--- config.mk ---
export PLATFORM = sky130hd
export DESIGN_NAME = input_debounce4
export DESIGN_NICKNAME = d
export VERILOG_FILES = /design/src/rtl/input_debounce_pkg.sv /design/src/rtl/debounce_bit.sv /design/src/rtl/input_debounce4.sv
export SDC_FILE = /design/constraint.sdc
export NUM_CORES = 1
export LEC_CHECK = 0
export CAP_MARGIN = 25
export CORE_MARGIN = 2
export CORE_UTILIZATION = 51
export CTS_CLUSTER_DIAMETER = 200
export DETAILED_ROUTE_END_ITERATION = 7
export PLACE_DENSITY_LB_ADDON = 0.2
export SYNTH_ARGS = -nofsm -noshare
export SYNTH_HDL_FRONTEND = slang
export SYNTH_SLANG_ARGS = --single-unit
--- constraint.sdc ---
create_clock -name clk -period 1.2 [get_ports clk]
set_input_delay 0.18 -clock clk [delete_from_list [all_inputs] [get_ports clk]]
set_output_delay 0.18 -clock clk [all_outputs]
set_load 0.02 [all_outputs]
--- src/rtl/input_debounce_pkg.sv ---
// Shared defaults and counter sizing for the input_debounce4 block.
// The optional input synchronizer is enabled with `define INPUT_DEBOUNCE_SYNC_EN.
package input_debounce_pkg;

    localparam int DEFAULT_WIDTH           = 4;
    localparam int DEFAULT_DEBOUNCE_CYCLES = 16;
    localparam int MIN_DEBOUNCE_CYCLES     = 2;
    localparam int MAX_DEBOUNCE_CYCLES     = 65535;

    // Counter only ever reaches cycles-1, so $clog2(cycles) bits are enough.
    function automatic int cnt_width(input int cycles);
        return (cycles < MIN_DEBOUNCE_CYCLES) ? 1 : $clog2(cycles);
    endfunction

endpackage

--- src/rtl/debounce_bit.sv ---
// One debounce channel: optional 2-flop synchronizer, mismatch counter, accepted level, edge pulses.
// `define INPUT_DEBOUNCE_SYNC_EN inserts the synchronizer ahead of the counter.
module debounce_bit
    import input_debounce_pkg::*;
#(
    parameter int DEBOUNCE_CYCLES = DEFAULT_DEBOUNCE_CYCLES
) (
    input  logic clk,
    input  logic rst_n,
    input  logic i_raw,
    output logic o_stable,
    output logic o_rise,
    output logic o_fall
);

    localparam int            CW       = cnt_width(DEBOUNCE_CYCLES);
    localparam logic [CW-1:0] TERMINAL = CW'(DEBOUNCE_CYCLES - 1);

    logic          w_sample;
    logic          w_mismatch;
    logic          w_terminal;
    logic [CW-1:0] w_cnt_next;
    logic          w_q_next;
    logic          w_settle;

    logic [CW-1:0] r_cnt;
    logic          r_q;
    logic          r_rise;
    logic          r_fall;

`ifdef INPUT_DEBOUNCE_SYNC_EN
    logic r_sync_meta;
    logic r_sync_out;

    always_ff @(posedge clk) begin
        if (!rst_n) begin
            r_sync_meta <= 1'b0;
            r_sync_out  <= 1'b0;
        end else begin
            r_sync_meta <= i_raw;
            r_sync_out  <= r_sync_meta;
        end
    end

    assign w_sample = r_sync_out;
`else
    assign w_sample = i_raw;
`endif

    assign w_mismatch = w_sample ^ r_q;
    assign w_terminal = (r_cnt == TERMINAL);

    // Any edge where the sample agrees with the accepted level restarts the count.
    always_comb begin
        // NOTE: every output of this block gets a default first, so no path can infer a latch.
        w_cnt_next = '0;
        w_q_next   = r_q;
        w_settle   = 1'b0;
        if (w_mismatch) begin
            if (w_terminal) begin
                w_q_next = w_sample;
                w_settle = 1'b1;
            end else begin
                w_cnt_next = r_cnt + 1'b1;
            end
        end
    end

    // NOTE: sequential state uses non-blocking assignments so all flops see pre-edge values.
    always_ff @(posedge clk) begin
        if (!rst_n) begin
            r_cnt  <= '0;
            r_q    <= 1'b0;
            r_rise <= 1'b0;
            r_fall <= 1'b0;
        end else begin
            r_cnt  <= w_cnt_next;
            r_q    <= w_q_next;
            r_rise <= w_settle &  w_sample;
            r_fall <= w_settle & ~w_sample;
        end
    end

    assign o_stable = r_q;
    assign o_rise   = r_rise;
    assign o_fall   = r_fall;

endmodule

--- src/rtl/input_debounce4.sv ---
// Multi-channel debouncer feeding the 4-input AND stage; one debounce_bit per channel.
// `define INPUT_DEBOUNCE_SYNC_EN adds a 2-flop synchronizer (2 cycles latency) per channel.
module input_debounce4
    import input_debounce_pkg::*;
#(
    parameter int WIDTH           = DEFAULT_WIDTH,
    parameter int DEBOUNCE_CYCLES = DEFAULT_DEBOUNCE_CYCLES
) (
    input  logic             clk,
    input  logic             rst_n,
    input  logic [WIDTH-1:0] raw_in,
    output logic [WIDTH-1:0] stable_out,
    output logic [WIDTH-1:0] rise_pulse,
    output logic [WIDTH-1:0] fall_pulse
);

    if ((DEBOUNCE_CYCLES < MIN_DEBOUNCE_CYCLES) || (DEBOUNCE_CYCLES > MAX_DEBOUNCE_CYCLES)) begin : g_bad_cycles
        $error("input_debounce4: DEBOUNCE_CYCLES=%0d outside 2..65535", DEBOUNCE_CYCLES);
    end

    if (WIDTH < 1) begin : g_bad_width
        $error("input_debounce4: WIDTH=%0d must be at least 1", WIDTH);
    end

    // Channels are fully independent; outputs come straight from each channel's flops.
    for (genvar gi = 0; gi < WIDTH; gi++) begin : g_ch
        debounce_bit #(
            .DEBOUNCE_CYCLES(DEBOUNCE_CYCLES)
        ) u_bit (
            .clk      (clk),
            .rst_n    (rst_n),
            .i_raw    (raw_in[gi]),
            .o_stable (stable_out[gi]),
            .o_rise   (rise_pulse[gi]),
            .o_fall   (fall_pulse[gi])
        );
    end

endmodule

Yosys cells after proc, flatten, opt, wreduce, memory -nomap -nowiden
Cells that the tools add are included.
- output and inout bits: 12
- bits of input ports: 6
- logic and storage cells: 61
- bits in registers: 28
- mux-type cells: 8
- reduce and logical (&&, ||, !) cells: 8
- equality and inequality tests: 4
- bitwise operators: 21
- add/sub/neg operators: 4
- operators with widths (cell ; number):
    4-bit by 1-bit adder with 4-bit output (second input constant) ; 4
    4-bit equality test (second input constant) ; 4
    3-bit OR reduction ; 4
    1-bit NOT ; 9
    1-bit AND ; 8
    1-bit 2-to-1 mux ; 8
    2-bit AND reduction ; 4
    1-bit XOR ; 4

Logic depth before layout (Yosys ltp)
- word-level depth: 4
- depth in mapped cells: 4
- depth with buffers taken out: 4

Modules after synthesis
From an unflattened synthesis, not the netlist that was laid out.
- cells, all modules: 104
- area, all modules: 1051.0 um^2
- by module, submodules not included (module ; instances ; seq. area each (um^2) ; area each (um^2) ; cells each):
    debounce_bit ; 4 ; 140.1 ; 262.8 ; 26

Least setup slack after synthesis
Ideal clock, no wire load.
- kind: reg-to-reg
- from: register g_ch[3].u_bit.r_cnt[0]
- to: register g_ch[3].u_bit.r_q
- path buffers: 0
- setup slack: 165 ps
- arrival: 919 ps
- cell stages (with the launch flop): 5
- clock period less this slack: 1035 ps
- library setup time: 116 ps
- required time: 1084 ps
- cell sequence: dfxtp_1 > ha_1 > nand3_1 > mux2i_1 > nor2b_1
- cells in the longest elaborated chain, start to end: 2
- ends and longest elaborated chain (element ; RTL line ; RTL):
    from (decl) ; debounce_bit.sv:26 ; logic [CW-1:0] r_cnt;
    from (signal assigned) ; debounce_bit.sv:77 ; r_cnt <= w_cnt_next;
    4-bit equality test ; debounce_bit.sv:51 ; assign w_terminal = (r_cnt == TERMINAL);
    2-bit AND reduction (no line) ; n/a ;
    to (signal assigned) ; debounce_bit.sv:78 ; r_q <= w_q_next;
    to (decl) ; debounce_bit.sv:27 ; logic r_q;
Every way passes these cells.
A chain may end at the register's enable or synchronous reset.

Worst setup path in the final report
- from: register g_ch[3].u_bit.r_rise
- to: output rise_pulse[3]
- RTL lines (element ; RTL line ; RTL):
    from (decl) ; debounce_bit.sv:28 ; logic r_rise;
    from (signal assigned) ; debounce_bit.sv:79 ; r_rise <= w_settle & w_sample;
    to (decl) ; input_debounce4.sv:13 ; output logic [WIDTH-1:0] rise_pulse,
No word-level cell between the ends.

==> impl_metrics.py <==
metrics = {
    "placed_design": {
        "dp_hpwl_mm": 1.22,
        "pre_cts_ws_ns": -0.0755,
        "io_buffers": 17,
        "dpl-instance-area_um2": 1310,
        "placed_cells": 150,
        "place.gp.congestion": 0.754,
    },
    "power_and_ir_drop": {
        "leakagePower_nw": 0.606,
        "power_density_nw_per_um2": 1230,
        "ir_drop_v": 0.000738,
    },
    "logic_synthesis": {
        "synth_common_cells": "dfxtp_1, nor2_1, buf_4",
        "syn_avg_cell_area_um2": 10.4,
        "async_flop_share_pct": 0,
        "synth_nets": 119,
        "synth_top_area_share_pct": 49.4,
        "ys_ff_latch": 28,
        "synth.cell_area_um2": 1130,
        "synthFlopType": "dfxtp_1",
        "synth_area_leaders": "dfxtp_1, buf_4, xor2_1",
        "synth_seq_area_share_pct": 49.4,
        "ys_warn_count": 0,
        "synth_top_area_cell": "dfxtp_1",
        "synth_edf_count": 0,
        "netlist_instances": 109,
        "yosysMostFrequentCell": "dfxtp_1",
        "ys_types": 17,
    },
    "grt": {
        "grt_max_degree": 17,
        "antenna_found_initial": 0,
        "grtUsageMet1_pct": 15.6,
        "grt.total_usage_pct": 13.8,
        "met2_usage_pct": 23.8,
        "grt_first_pass_wirelength_mm": 2.65,
        "groute.layer.met3.usage_pct": 2.63,
        "grt_busiest_layer": "met2",
        "grt_overflow_total": 0,
        "grt_pass1_vias": 681,
    },
    "timing": {
        "rsz0062_at_grt": "false",
        "finalCriticalPeriod_ns": 1.15,
        "holdWs_ns": 0.457,
        "final_max_slew_viol_count": 0,
        "max_freq_mhz": 869,
        "finalCritPeriodShare_pct": 95.9,
        "setup_viol": 0,
        "skew_ns": 0.00750,
        "slew_headroom_pct": 85.7,
        "tightest_slew_ns": 0.214,
        "finalWorstSetupSlack_ns": 0.0496,
        "hold_viol": 0,
    },
    "finish": {
        "diodes": 0,
        "drive_gt1_share_pct": 19.0,
        "final_cell_area_um2": 1330,
        "stdcell_count": 154,
        "post-route-util_pct": 62.0,
        "area_growth_pct": 17.3,
        "final_nets": 137,
    },
    "status": {
        "outcome": "completed",
    },
    "hold_path": {
        "hold_path_class": "flip-flop to flip-flop",
    },
    "clock_tree": {
        "cts_tree": "built",
        "cts_htree_levels": 1,
        "clockBufferDepth": 2,
        "cts_made_buffers": 3,
        "cts-root-buf": "clkbuf_4",
        "clkLatencyLatePin_ns": 0.32,
        "cts_sinks": 28,
        "holdBufCountCts": 0,
        "clk_pin_slew_ns": 0.15,
    },
    "die": {
        "io_pins": 18,
        "core_um2": 2150,
        "start_util_pct": 52.8,
        "dieHeight_um": 51.2,
        "die_x_um": 51.2,
        "rows": 17,
        "die_area_um2": 2620,
    },
    "routing": {
        "viasPerCell": 4.78,
        "first_pass_iters": 2,
        "wire_per_inst_um": 10.3,
        "vias": 736,
        "drt_iter0_drc": 2,
        "drc": 0,
        "postRouteAntennaNets": 0,
        "wirelength_mm": 1.59,
    },
    "worst_setup_path": {
        "slowest_delay_ns": 0.33,
        "critPathBufInv": 1,
        "cp.required_ns": 1.02,
        "critPathKind": "flip-flop to output pin",
        "crit_slowest_cell": "dfxtp_1",
        "worstSetupEndpointType": "output pin",
        "cp-start-kind": "flip-flop",
        "cp_max_fo": 1,
        "worstPathArrival_ns": 0.97,
        "critPathTopFamily": "flip-flops",
        "worstPathCellList": "dlygate4sd2_1",
    },
    "flow_run": {
        "maxCapViolCount": 0,
    },
}
## metal layers
metal | routed length (µm) | up-vias
li1 | - | 386
met1 | 715 | 338
met2 | 805 | 10
met3 | 55 | 2
met4 | 16 | 0
met5 | 0 | -
## sequential cells by signal, indices dropped and copies added (netlist names)
register             flops
g_ch.u_bit.o_fall        4
g_ch.u_bit.r_cnt        16
g_ch.u_bit.o_stable      4
g_ch.u_bit.o_rise        4
## power by group
part / internal [mW] / total (mW) / switching, mW
Clock: 0.338 / 0.600 / 0.262
Combinational: 0.0433 / 0.0812 / 0.0379
Sequential: 0.943 / 0.953 / 0.00922
## stage by stage
stage          TNS [ns]  power, mW
3_3_place_gp    -0.0588       1.05
3_5_place_dp     -0.334       1.05
5_1_grt               0       1.70
2_1_floorplan         0       1.01
6_report              0       1.63
4_1_cts               0       1.66
## cell families (layout without fill, tap and decap cells)
| family | after synthesis | after routing | synth area share [%] |
|---|---|---|---|
| DFF | 28 | 28 | 49.4 |
| and+or+nand+nor | 44 | 44 | 23.5 |
| adders and majority gates | 4 | 4 | 4.41 |
| xor gates and xnor gates | 12 | 12 | 9.26 |
| muxes | 4 | 4 | 3.53 |
| buffers and inverters | 17 | 34 | 9.92 |
## what timing repair did
action,in CTS,in global routing
gates resized for setup,16,8
buffers inserted,0,0
endpoints found under the setup margin,12,7
hold endpoints to repair,0,0
## worst paths after layout
path,slack [ns],cells past startpoint,to,from
worst max-delay path,0.05,1,rise_pulse[3],g_ch[3].u_bit.o_rise
worst min-delay path,0.46,1,g_ch[2].u_bit.r_cnt[0],g_ch[2].u_bit.r_cnt[0]
worst max register to register,0.08,4,g_ch[3].u_bit.o_stable,g_ch[3].u_bit.r_cnt[0]
worst min register to register,0.46,1,g_ch[2].u_bit.r_cnt[0],g_ch[2].u_bit.r_cnt[0]
## placed cells by master (no fill, tap or decap), drive strengths merged, types with 5 or more instances in the layout
cell            n
clkdlybuf4s50   5
dfxtp          28
clkbuf          8
nor3b           8
nor2           15
dlygate4sd2     5
nand3          12
buf             9
xor2            9
## final cells by class
| type | count | area, µm² |
|---|---|---|
| clock inverters | 1 | 30.0 |
| inverters | 4 | 15.0 |
| repair buffers | 26 | 206 |
| flip-flops and latches | 28 | 561 |
| fillers | 194 | 817 |
| well taps | 28 | 35.0 |
| clock buffers | 3 | 22.5 |
| multi-input cells | 64 | 462 |
(Power assumes the default switching activity.)
